$ cat src/rtl/game_sequencer.sv
// game_sequencer: frame timing, lane spawn scheduling, lives and the
// IDLE/COUNTDOWN/PLAY/PAUSE/OVER game-flow FSM for the falling-tile game.

module game_sequencer #(
  parameter int         FRAME_DIV        = 833333,
  parameter int         COUNTDOWN_FRAMES = 180,
  parameter int         SPAWN_START      = 60,
  parameter int         SPAWN_MIN        = 20,
  parameter int         SPAWN_STEP       = 5,
  parameter int         LEVEL_HITS       = 10,
  parameter int         LIVES            = 5,
  parameter logic [7:0] LFSR_SEED        = 8'hA5
) (
  input  logic       clk,
  input  logic       reset,
  input  logic       start_btn,
  input  logic       pause_btn,
  input  logic [3:0] hit,
  input  logic [3:0] miss,
  output logic       frame_tick,
  output logic       play_tick,
  output logic [3:0] spawn,
  output logic [2:0] state,
  output logic       game_active,
  output logic [3:0] level,
  output logic [2:0] lives_left,
  output logic [7:0] spawn_interval,
  output logic [1:0] countdown_sec
);

  localparam int FW = (FRAME_DIV > 1) ? $clog2(FRAME_DIV) : 1;
  localparam logic [FW-1:0] L_FMAX = FW'(FRAME_DIV - 1);
  localparam logic [7:0] L_CD    = 8'(COUNTDOWN_FRAMES);
  localparam logic [7:0] L_START = 8'(SPAWN_START);
  localparam logic [7:0] L_MIN   = 8'(SPAWN_MIN);
  localparam logic [7:0] L_STEP  = 8'(SPAWN_STEP);
  localparam logic [7:0] L_DROP  = 8'(SPAWN_MIN + SPAWN_STEP);
  localparam logic [7:0] L_LVH   = 8'(LEVEL_HITS);
  localparam logic [2:0] L_LIVES = 3'(LIVES);

  typedef enum logic [2:0] {
    S_IDLE  = 3'd0,
    S_CD    = 3'd1,
    S_PLAY  = 3'd2,
    S_PAUSE = 3'd3,
    S_OVER  = 3'd4
  } state_t;

  state_t          r_state;
  state_t          w_state_n;
  logic [FW-1:0]   r_fcnt;
  logic            r_ftick;
  logic            r_start_q;
  logic            r_pause_q;
  logic [7:0]      r_cd;
  logic [7:0]      r_timer;
  logic [7:0]      r_interval;
  logic [3:0]      r_level;
  logic [2:0]      r_lives;
  logic [7:0]      r_hits;
  logic [7:0]      r_lfsr;
  logic [3:0]      r_spawn;

  logic            w_start_e;
  logic            w_pause_e;
  logic [2:0]      w_hpop;
  logic [2:0]      w_mpop;
  logic [7:0]      w_hsum;
  logic            w_lvl_up;
  logic            w_over;
  logic            w_due;
  logic [7:0]      w_lfsr_n;

  assign w_start_e = start_btn & ~r_start_q;
  assign w_pause_e = pause_btn & ~r_pause_q;
  assign w_hpop    = 3'(hit[0]) + 3'(hit[1]) + 3'(hit[2]) + 3'(hit[3]);
  assign w_mpop    = 3'(miss[0]) + 3'(miss[1]) + 3'(miss[2]) + 3'(miss[3]);
  assign w_hsum    = r_hits + 8'(w_hpop);
  assign w_lvl_up  = (w_hsum >= L_LVH);
  assign w_over    = (r_state == S_PLAY) && (w_mpop != 3'd0) &&
                     (w_mpop >= r_lives);
  assign w_due     = r_ftick && (r_timer >= r_interval - 8'd1);
  assign w_lfsr_n  = {r_lfsr[6:0],
                      r_lfsr[7] ^ r_lfsr[5] ^ r_lfsr[4] ^ r_lfsr[3]};

  // Free-running frame divider; tick lands the cycle after the wrap value.
  always_ff @(posedge clk or posedge reset) begin
    if (reset) begin
      r_fcnt  <= '0;
      r_ftick <= 1'b0;
    end else begin
      r_ftick <= (r_fcnt == L_FMAX);
      r_fcnt  <= (r_fcnt == L_FMAX) ? '0 : r_fcnt + FW'(1);
    end
  end

  // Previous button levels for rising-edge detection.
  always_ff @(posedge clk or posedge reset) begin
    if (reset) begin
      r_start_q <= 1'b0;
      r_pause_q <= 1'b0;
    end else begin
      r_start_q <= start_btn;
      r_pause_q <= pause_btn;
    end
  end

  // Game-flow state register.
  always_ff @(posedge clk or posedge reset) begin
    if (reset) r_state <= S_IDLE;
    else       r_state <= w_state_n;
  end

  // Next-state logic; running out of lives beats a same-cycle pause.
  always_comb begin
    w_state_n = r_state;
    case (r_state)
      S_IDLE:  if (w_start_e) w_state_n = S_CD;
      S_CD:    if (r_ftick && r_cd == 8'd1) w_state_n = S_PLAY;
      S_PLAY: begin
        if (w_over)         w_state_n = S_OVER;
        else if (w_pause_e) w_state_n = S_PAUSE;
      end
      S_PAUSE: if (w_pause_e) w_state_n = S_PLAY;
      S_OVER:  if (w_start_e) w_state_n = S_CD;
      default: w_state_n = S_IDLE;
    endcase
  end

  // Countdown, spawn timer, difficulty, lives and LFSR datapath.
  always_ff @(posedge clk or posedge reset) begin
    if (reset) begin
      r_cd       <= 8'd0;
      r_timer    <= 8'd0;
      r_interval <= L_START;
      r_level    <= 4'd0;
      r_lives    <= L_LIVES;
      r_hits     <= 8'd0;
      r_lfsr     <= LFSR_SEED;
      r_spawn    <= 4'd0;
    end else begin
      r_spawn <= 4'd0;
      case (r_state)
        S_IDLE: if (w_start_e) r_cd <= L_CD;
        S_CD: begin
          if (r_ftick) begin
            r_cd <= r_cd - 8'd1;
            if (r_cd == 8'd1) r_timer <= 8'd0;
          end
        end
        S_PLAY: begin
          if (w_lvl_up) begin
            r_hits     <= w_hsum - L_LVH;
            r_level    <= (r_level == 4'd15) ? r_level : r_level + 4'd1;
            r_interval <= (r_interval >= L_DROP) ? r_interval - L_STEP
                                                 : L_MIN;
          end else begin
            r_hits <= w_hsum;
          end
          r_lives <= w_over ? 3'd0 : r_lives - w_mpop;
          if (w_due) begin
            r_timer <= 8'd0;
            if (!w_over) begin
              r_spawn <= 4'b0001 << r_lfsr[1:0];
              r_lfsr  <= w_lfsr_n;
            end
          end else if (r_ftick) begin
            r_timer <= r_timer + 8'd1;
          end
        end
        S_OVER: begin
          if (w_start_e) begin
            r_cd       <= L_CD;
            r_timer    <= 8'd0;
            r_interval <= L_START;
            r_level    <= 4'd0;
            r_lives    <= L_LIVES;
            r_hits     <= 8'd0;
            r_lfsr     <= LFSR_SEED;
          end
        end
        default: ;
      endcase
    end
  end

  // Countdown digit shown while the pre-play counter runs.
  always_comb begin
    if (r_cd > 8'd120)     countdown_sec = 2'd3;
    else if (r_cd > 8'd60) countdown_sec = 2'd2;
    else if (r_cd > 8'd0)  countdown_sec = 2'd1;
    else                   countdown_sec = 2'd0;
  end

  assign frame_tick     = r_ftick;
  assign play_tick      = r_ftick && (r_state == S_PLAY);
  assign spawn          = r_spawn;
  assign state          = r_state;
  assign game_active    = (r_state == S_PLAY);
  assign level          = r_level;
  assign lives_left     = r_lives;
  assign spawn_interval = r_interval;

endmodule

$ cat config.mk
export PLATFORM = sky130hd
export DESIGN_NAME = game_sequencer
export DESIGN_NICKNAME = d
export VERILOG_FILES = /design/src/rtl/game_sequencer.sv
export SDC_FILE = /design/constraint.sdc
export NUM_CORES = 1
export LEC_CHECK = 0
export CAP_MARGIN = 20
export CORE_ASPECT_RATIO = 1.25
export CORE_MARGIN = 2
export CORE_UTILIZATION = 59
export DETAILED_ROUTE_END_ITERATION = 8
export PLACE_DENSITY = 0.81
export SETUP_SLACK_MARGIN = 0.4
export SKIP_CTS_REPAIR_TIMING = 1
export SYNTH_ARGS = -nofsm -noshare
export SYNTH_HDL_FRONTEND = slang
export SYNTH_SLANG_ARGS = --single-unit
$ cat constraint.sdc
create_clock -name clk -period 3.55 [get_ports clk]
set_input_delay 1.065 -clock clk [delete_from_list [all_inputs] [get_ports clk]]
set_output_delay 1.065 -clock clk [all_outputs]
set_load 0.05 [all_outputs]
==> flow_summary.toml, run 1 <==
[clock_network]
cts_made_buffers = 9
clock_path_buffers = 2
cts.sinks = 77
clock_latency_ns = 0.36
path_clk_slew_ns = 0.08
htree_levels = 3
cts-root-buf = "clkbuf_8"
cts_tree = "built"

[critical_path]
cp_slowest_cell = "fa_1"
cp_slowest_stage_delay_ns = 0.53
worstPathRequired_ns = 3.82
cp_cell_sequence = "buf_6 > inv_4 > fa_1 > inv_1 > ha_2 > ha_4 > inv_4 > ha_4 > nor2b_4 > o21a_1 > o21ai_2 > a31o_2 > nor2b_1 > buf_4 > buf_6 > mux2i_1"
critPathBufInv = 6
path_class = "primary input to flip-flop"
end_kind = "flip-flop"
critPathArrivalTime_ns = 3.77
crit_family = "adder cells"
cp-start-kind = "primary input"
worstPathMaxFanout = 7

[logic_synthesis]
yosys_warnings = 0
synth-seq-area-share = 0.407
synth-main-ff-cell = "dfrtp_1"
synth_edf_count = 0
syn_area_per_cell_um2 = 9.41
synthCells = 507
netlist_area_um2 = 4770
synth.distinct_cells = 66
syn_nets = 547
synthArstFlopShare = 1.00
synth_seq_cells = 77

[run]
maxCapViolations = 0

[route]
vias = 4095
initialDrtViolationCount = 215
drtAntennaViolNets = 0
routed_wl_um = 11700
wl_per_cell_um = 17.2
drc = 0
via_per_inst = 6.06
dr.pass1.iters = 4

[floorplan]
die_area_um2 = 8830
core_um2 = 7840
row_count = 36
die_y_um = 105
initial_core_util = 0.609
pin_count = 39
die_w_um = 84.4

[placement]
portBuffers = 38
gp_congestion = 0.855
pre_cts_ws_ns = -0.715
hpwl_um = 7850
place_inst = 652
placed_area_um2 = 5510

[sta]
hold_violations = 0
setup_tns_ns = 0
drv_slew = 0
finalWorstSetupSlack_ns = 0.0512
skew_ns = 0.0112
fmax_mhz = 286
period_share = 0.986
tightest_slew_ns = 0.678
setup_viol = 0
rsz0062_at_grt = "yes"
min_period_ns = 3.50
worst_slew_margin_rel = 0.544
whs_ns = 0.475

[cells_and_area]
layoutNonFillerInstCount = 676
drive_gt1_frac = 0.229
area_growth_pct = 26.0
fin_area_um2 = 6010
layout_common_cells = "65 x dfrtp_1, 45 x nand2_1, 44 x nor2_1"
fin_nets = 616
final_util = 0.767
fill_cells = 524
num_antenna_cells = 0
final_common_cell = "dfrtp_1"

[power]
p_comb_frac = 0.569
ir_drop_uv = 717
p_sw_mw = 2.27
pwr-share-clk = 0.138
p_seq_frac = 0.293
powerDensity_nw_per_um2 = 821
total_power_mw = 4.94
p_leak_nw = 2.67
internal-power_mw = 2.67
swShare = 0.459

[global_route]
grt_pass1_wl_um = 18600
antenna_found_initial = 0
grtUsageTotal = 0.259
grt_pass1_vias = 4112
grt_max_degree = 78
grt-ovfl-total = 0

[min_path]
hp-class = "flip-flop to flip-flop"

[status]
status = "finished clean"
## power by group through the flow
stage	logic, mW	registers [mW]	clock network (mW)
2_1_floorplan	1.51	1.63	0
3_3_place_gp	2.34	1.40	0
3_5_place_dp	2.44	1.41	0
4_1_cts	2.47	1.40	0.687
5_1_grt	3.01	1.48	0.724
6_report	2.81	1.45	0.680
## synthesized netlist by cell type (10+ instances only)
| cell type | instances | area [um2] |
|---|---|---|
| nor2_1 | 46 | 173 |
| o21ai_0 | 18 | 90.1 |
| a21oi_1 | 23 | 115 |
| ha_1 | 23 | 288 |
| nor2b_1 | 13 | 81.3 |
| nand2_1 | 47 | 176 |
| xnor2_1 | 19 | 166 |
| dfrtp_1 | 67 | 1680 |
| xor2_1 | 19 | 166 |
| inv_1 | 39 | 146 |
| dfstp_2 | 10 | 263 |
| mux2i_1 | 14 | 140 |
| nor3_1 | 10 | 50.1 |
| and3_1 | 12 | 75.1 |
| nand3_1 | 22 | 110 |
## layer usage
layer	GRT usage	wire [um]	vias up	part of all wire
met5	0	0	-	0
met4	0.119	339	0	0.029
met3	0.0434	555	39	0.048
met2	0.446	6110	145	0.52
met1	0.315	4650	2000	0.40
li1	-	-	1911	-
## tightest hold or removal path: cells and delay by family, from the launching register on
family | cells | cell delay (ns)
multiplexers | 1 | 0.06
flip-flops | 1 | 0.37
buffers and inverters | 1 | 0.04
## cell type report
cell class	instances	area [um2]	share of cell area
clock buffers	10	138	0.0229
clock inverters	6	62.6	0.0104
inverters	39	163	0.0270
multi-input cells	373	2850	0.473
flip-flops and latches	77	1940	0.323
well taps	95	119	0.0198
repair buffers	76	743	0.124
## logic make-up (layout without fill, tap and decap cells)
logic type | after synthesis | count (layout) | share of synthesized area
xor gates and xnor gates | 39 | 39 | 0.0732
adders and majority gates | 28 | 28 | 0.0813
buffers and inverters | 57 | 131 | 0.0535
and+or+nand+nor | 191 | 191 | 0.205
AOI/OAI and AO/OA | 97 | 97 | 0.141
DFF | 77 | 77 | 0.407
muxes | 18 | 18 | 0.0396
## path summary, 6_finish.rpt
path | start | to | slack (ns) | cells past startpoint
setup / recovery | miss[1] | r_lfsr[5] | 0.05 | 16
hold / removal | r_lfsr[2] | r_lfsr[2] | 0.48 | 2
setup reg to reg | spawn_interval[0] | r_lfsr[5] | 0.53 | 13
hold reg to reg | r_lfsr[2] | r_lfsr[2] | 0.48 | 2
max in group asynchronous | reset | r_lfsr[2] | 2.07 | 3
min in group asynchronous | reset | r_cd[4] | 1.12 | 3
## flip-flops by register name (all words and copies together) (netlist names)
register	flops
r_cd	8
spawn	4
r_lfsr	8
r_hits	8
frame_tick	1
r_start_q	1
r_fcnt	20
spawn_interval	8
state	3
level	4
r_pause_q	1
lives_left	3
r_timer	8
Note: power is estimated with default switching activity, not from simulation.
==> run 2: changes to the inputs <==
Settings changed: ABC_AREA from default to 1, PLACE_DENSITY 0.81 to 0.8.
==> run 2 against run 1 <==
  * Combinational power about the same
  * Utilization shrank 2.6 points
  * Worst hold slack improved by 0.0014 ns
  * Wire length is 5.9% higher
  * Largest cell class unchanged
  * Register-to-register slack improved by 0.31 ns
==> flow_summary.toml, run 2 <==
[clock_network]
cts_tree = "built"
cts.sinks = 77
clock_path_buffers = 2
cts-root-buf = "clkbuf_8"
clock_latency_ns = 0.36
htree_levels = 3
cts_made_buffers = 9
path_clk_slew_ns = 0.08

[critical_path]
crit_top_cell = "nand2_2"
path_class = "primary input to flip-flop"
cp-start-kind = "primary input"
rr_endpoint = "r_lfsr[4]"
r2r.worst_path.cells = 15
critPathArrivalTime_ns = 3.55
worstPathMaxFanout = 7
cp_slowest_stage_delay_ns = 0.55
cp_slowest_cell = "fa_1"
worstPathRequired_ns = 3.80
cp_cell_sequence = "buf_6 > fa_1 > inv_2 > fa_2 > inv_2 > fa_2 > nand2_2 > nor2_4 > nand2_2 > nand2_2 > nand2_4 > nand3_4 > nor2_4 > buf_12 > nand2_8 > nand2_4 > nand2_2 > nand2_1"
r2r-start = "spawn_interval[0]"
end_kind = "flip-flop"
reg2reg_slack_ns = 0.84

[floorplan]
initial_core_util = 0.600
row_count = 38
core_um2 = 8560
die_area_um2 = 9480
pin_count = 39
die_w_um = 87.5
die_y_um = 108

[route]
drc = 0
initialDrtViolationCount = 290
routed_wl_um = 12300
via_per_inst = 5.61
wl_per_cell_um = 14.6
dr.pass1.iters = 7
drtAntennaViolNets = 0
vias = 4750

[global_route]
antenna_found_initial = 0
grtUsageTotal = 0.257
grt_pass1_wl_um = 19500
grt_pass1_vias = 4636
grt-busiest-layer = "met2"
grt_max_degree = 56
grtUsageMet3 = 0.0344
grtUsageMet1 = 0.298
grt-ovfl-total = 0
use_met2 = 0.450

[run]
maxCapViolations = 0

[sta]
whs_ns = 0.477
skew_ns = 0.00996
fmax_mhz = 303
period_share = 0.930
finalWorstSetupSlack_ns = 0.247
hold_violations = 0
rsz0062_at_grt = "yes"
tightest_slew_ns = 0.883
worst_slew_margin_rel = 0.409
min_period_ns = 3.30
setup_viol = 0
drv_slew = 0

[power]
powerDensity_nw_per_um2 = 788
p_leak_nw = 3.13
ir_drop_uv = 525

[placement]
placed_area_um2 = 5780
hpwl_um = 8570
pre_cts_ws_ns = -0.323
place_inst = 823
gp_congestion = 0.907
portBuffers = 38

[cells_and_area]
layout_common_cells = "132 x nand2_1, 92 x inv_1, 67 x dfrtp_1"
layoutNonFillerInstCount = 846
top_register = "r_fcnt"
final_common_cell = "nand2_1"
fill_cells = 604
final_util = 0.741
regArea_um2 = 1940
multiInputGateArea_um2 = 3010
fin_nets = 781
area_growth_pct = 23.4
num_antenna_cells = 0
fin_area_um2 = 6340
drive_gt1_frac = 0.201
largest_reg_flops = 20

[status]
status = "finished clean"

[min_path]
min-delay-start = "r_lfsr[2]"
hp-class = "flip-flop to flip-flop"
hold-path-endpoint = "r_lfsr[2]"
hold_depth = 2

[logic_synthesis]
syn_area_per_cell_um2 = 7.60
synth_commonest_cells = "161 x nand2_1, 99 x inv_1, 67 x dfrtp_1, 67 x nor2_1, 59 x nand3_1"
ys_top_cells_by_area = "dfrtp_1 33%, nand2_1 12%, inv_1 7.2%"
synth_seq_cells = 77
synth_top_area_share = 0.326
yosys_warnings = 0
synth-main-ff-cell = "dfrtp_1"
synthMostInstantiatedCell = "nand2_1"
netlist_area_um2 = 5140
synth_top_area_cell = "dfrtp_1"
synth.distinct_cells = 41
synth_edf_count = 0
synth-seq-area-share = 0.377
synthArstFlopShare = 1.00
syn_nets = 716
synthCells = 676
-- run 2: area by class of cell --
type,count,share of cell area
Clock buffer,12,0.0229
Clock inverter,4,0.0150
Inverter,107,0.0645
Multi-Input combinational cell,485,0.475
Sequential cell,77,0.306
Tap cell,100,0.0197
Timing Repair Buffer,60,0.0961
Timing Repair inverter,1,0.000789
-- run 2: worst max path at each step --
stage / from / to / depth (start not counted)
after floorplan: hit[0] / level[0] / 14
after global placement: hit[0] / spawn_interval[7] / 17
after detailed placement: hit[0] / spawn_interval[7] / 17
after CTS: hit[0] / spawn_interval[0] / 17
after global routing: hit[0] / r_hits[2] / 16
final: hit[0] / level[3] / 18
-- run 2: per-stage QoR --
step / total power [mW] / TNS (ns)
after floorplan: 3.13 / 0
after global placement: 3.69 / -5.13
after detailed placement: 3.80 / -7.56
after CTS: 4.63 / 0
after global routing: 5.34 / 0
final: 5.00 / 0
-- run 2: cells by family (layout without fill, tap and decap cells) --
kind of cell,count (synthesis),in the layout,synth area share
adders and majority gates,28,28,0.0755
DFF,77,77,0.377
xor gates and xnor gates,35,35,0.0597
buffers and inverters,115,184,0.0894
AOI/OAI and AO/OA,50,50,0.0555
and+or+nand+nor,371,372,0.343
-- run 2: critical path, delay by kind of cell --
kind	cells	cell delay, ns
and+or+nand+nor	11	1.00
buffers and inverters	4	0.33
adders and majority gates	3	1.15
-- run 2: power by group --
part / internal, mW / switching [mW] / leakage (nW)
Clock: 0.486 / 0.329 / 0.121
Sequential: 1.11 / 0.278 / 0.978
Combinational: 1.06 / 1.73 / 2.04
-- run 2: routing by layer --
metal | vias up | wire, um
met5 | - | 0
met4 | 0 | 394
met3 | 37 | 518
met2 | 153 | 6450
met1 | 2262 | 4980
li1 | 2298 | -
==> run 3: changes to the inputs <==
Settings changed: CAP_MARGIN 20 to default, GPL_TIMING_DRIVEN from default to 0.
Clock period 3.55 ns to 3.1 ns, I/O delays scaled along.
==> run 3 against run 2 <==
  * The run now ends with setup timing left
  * Wire length is 0.34% lower
  * Power grew 9.1%
  * Design area decreased by 0.16%
  * Clock skew fell by 0.00084 ns
  * Die area is the same
  * Global-route usage increased by 0.17 points
  * Critical path depth is 2 lower
  * Register-to-register slack worse by 0.27 ns
  * Via count fell by 0.69%
  * Utilization decreased by 0.12 points
  * Combinational power rose by 11%
  * Sequential share of layout area up 0.088 points
  * Largest power group unchanged
  * Highest routed layer unchanged
==> flow_summary.toml, run 3 (synthesized netlist as in run 2, its figures left out) <==
[power]
total_power_mw = 5.45
swShare = 0.489
p_comb_frac = 0.570
ir_drop_uv = 516
pwr-share-clk = 0.141
internal-power_mw = 2.79
p_seq_frac = 0.289
p_leak_nw = 3.16
powerDensity_nw_per_um2 = 861
p_sw_mw = 2.66

[critical_path]
worstPathMaxFanout = 6
cp_slowest_cell = "fa_1"
rr_endpoint = "r_lfsr[2]"
crit_family = "adder cells"
cp-start-kind = "primary input"
r2r-start = "spawn_interval[3]"
r2r.worst_path.cells = 14
cp_cell_sequence = "buf_6 > fa_1 > inv_2 > fa_2 > inv_2 > fa_2 > nand3_2 > nor2_2 > nand2_1 > nand2_2 > nand3_4 > nor2_4 > nand2_4 > clkbuf_16 > nand3_4 > nand2_1"
critPathArrivalTime_ns = 3.39
reg2reg_slack_ns = 0.57
end_kind = "flip-flop"
path_class = "primary input to flip-flop"
worstPathRequired_ns = 3.36
critPathBufInv = 4
cp_slowest_stage_delay_ns = 0.55

[cells_and_area]
num_antenna_cells = 0
top_register = "r_fcnt"
area_growth_pct = 23.2
drive_gt1_frac = 0.210
final_common_cell = "nand2_1"
largest_reg_flops = 20
layoutNonFillerInstCount = 846
layout_common_cells = "142 x nand2_1, 86 x inv_1, 65 x dfrtp_1"
fin_nets = 781

[min_path]
hold_depth = 2
hold-path-endpoint = "r_lfsr[2]"
min-delay-start = "r_lfsr[2]"
hp-class = "flip-flop to flip-flop"

[sta]
finalWorstSetupSlack_ns = -0.0318
period_share = 1.01
fmax_mhz = 319
skew_ns = 0.00912
rsz0062_at_grt = "yes"
setup_viol = 4
worst_slew_margin_rel = 0.463
drv_slew = 0
hold_violations = 0
tightest_slew_ns = 0.804
min_period_ns = 3.13

[route]
routed_wl_um = 12300
dr.pass1.iters = 5
vias = 4717
drtAntennaViolNets = 0
drc = 0
via_per_inst = 5.58
wl_per_cell_um = 14.5
initialDrtViolationCount = 353

[floorplan]
die_w_um = 87.5
pin_count = 39
core_um2 = 8560
die_y_um = 108
row_count = 38
die_area_um2 = 9480
initial_core_util = 0.600

[clock_network]
cts.sinks = 77
cts-root-buf = "clkbuf_8"
clock_path_buffers = 2
cts_made_buffers = 9
cts_tree = "built"
path_clk_slew_ns = 0.08
htree_levels = 3
clock_latency_ns = 0.36

[placement]
hpwl_um = 8500
portBuffers = 38
place_inst = 815
gp_congestion = 0.922

[global_route]
antenna_found_initial = 0
grt-ovfl-total = 0
grt_pass1_wl_um = 19700
grt_pass1_vias = 4498
grt_max_degree = 43
grtUsageTotal = 0.259

[status]
status = "finished with violations"
violations = "setup timing"

[run]
maxCapViolations = 0
## run 3: cell count changes in the layout (fill, tap and decap cells not counted), sizes merged
cell	delta
buf	+2
bufinv	-2
clkbuf	+1
clkdlybuf4s50	-5
clkinv	+2
clkinvlp	+3
dlymetal6s2s	+1
inv	-1
nand2	-1
## run 3: power groups by stage
| stage | Clock, mW | Sequential, mW | Combinational [mW] |
|---|---|---|---|
| 3_3_place_gp | 0 | 1.56 | 2.62 |
| 6_report | 0.769 | 1.58 | 3.10 |
| 3_5_place_dp | 0 | 1.57 | 2.71 |
| 5_1_grt | 0.826 | 1.61 | 3.42 |
| 4_1_cts | 0.776 | 1.55 | 2.74 |
| 2_1_floorplan | 0 | 1.82 | 1.81 |
## run 3: worst min-delay path, stage by stage (launching register included)
cell	delay, ns
dfstp_2	0.38
nand2_2	0.06
nand2_1	0.05
## run 3: final cells by class
class                           count  area (um2)
Multi-Input combinational cell    484        3020
Fill cell                         637        2230
Sequential cell                    77        1940
Timing Repair Buffer               53         548
Inverter                          107         433
Clock buffer                       10         128
Tap cell                          100         125
Buffer                              8        67.6
Clock inverter                      6        63.8
Timing Repair inverter              1        6.26
## run 3: routing by layer
layer,global-route usage,part of all wire,vias up
met3,0.0382,0.036,26
li1,-,-,2290
met1,0.316,0.41,2276
met5,0,0,-
met4,0.0945,0.023,0
met2,0.458,0.53,125
## run 3: worst max path at each step
stage,start,to,slack (ns),depth (start not counted)
final,hit[3],spawn_interval[6],-0.03,16
after global routing,hit[3],spawn_interval[6],-0.13,16
after CTS,state[0],game_active,-0.40,6
after detailed placement,hit[0],level[1],-0.70,17
after global placement,hit[0],level[1],-0.64,17
after floorplan,hit[0],level[0],-0.04,14
## run 3: metrics by stage
| stage | hold slack [ns] | util | setup WS (ns) | instance area, um2 | TNS [ns] |
|---|---|---|---|---|---|
| global route | 0.488 | 0.740 | -0.127 | 6330 | -1.13 |
| detailed placement | 0.459 | 0.673 | -0.703 | 5760 | -21.31 |
| floorplan | 0.434 | - | -0.0395 | 5240 | -0.238 |
| CTS | 0.472 | 0.696 | -0.404 | 5950 | -8.20 |
| finish | 0.482 | 0.740 | -0.0318 | 6330 | -0.0632 |
| global placement | 0.452 | 0.671 | -0.637 | 5740 | -19.44 |
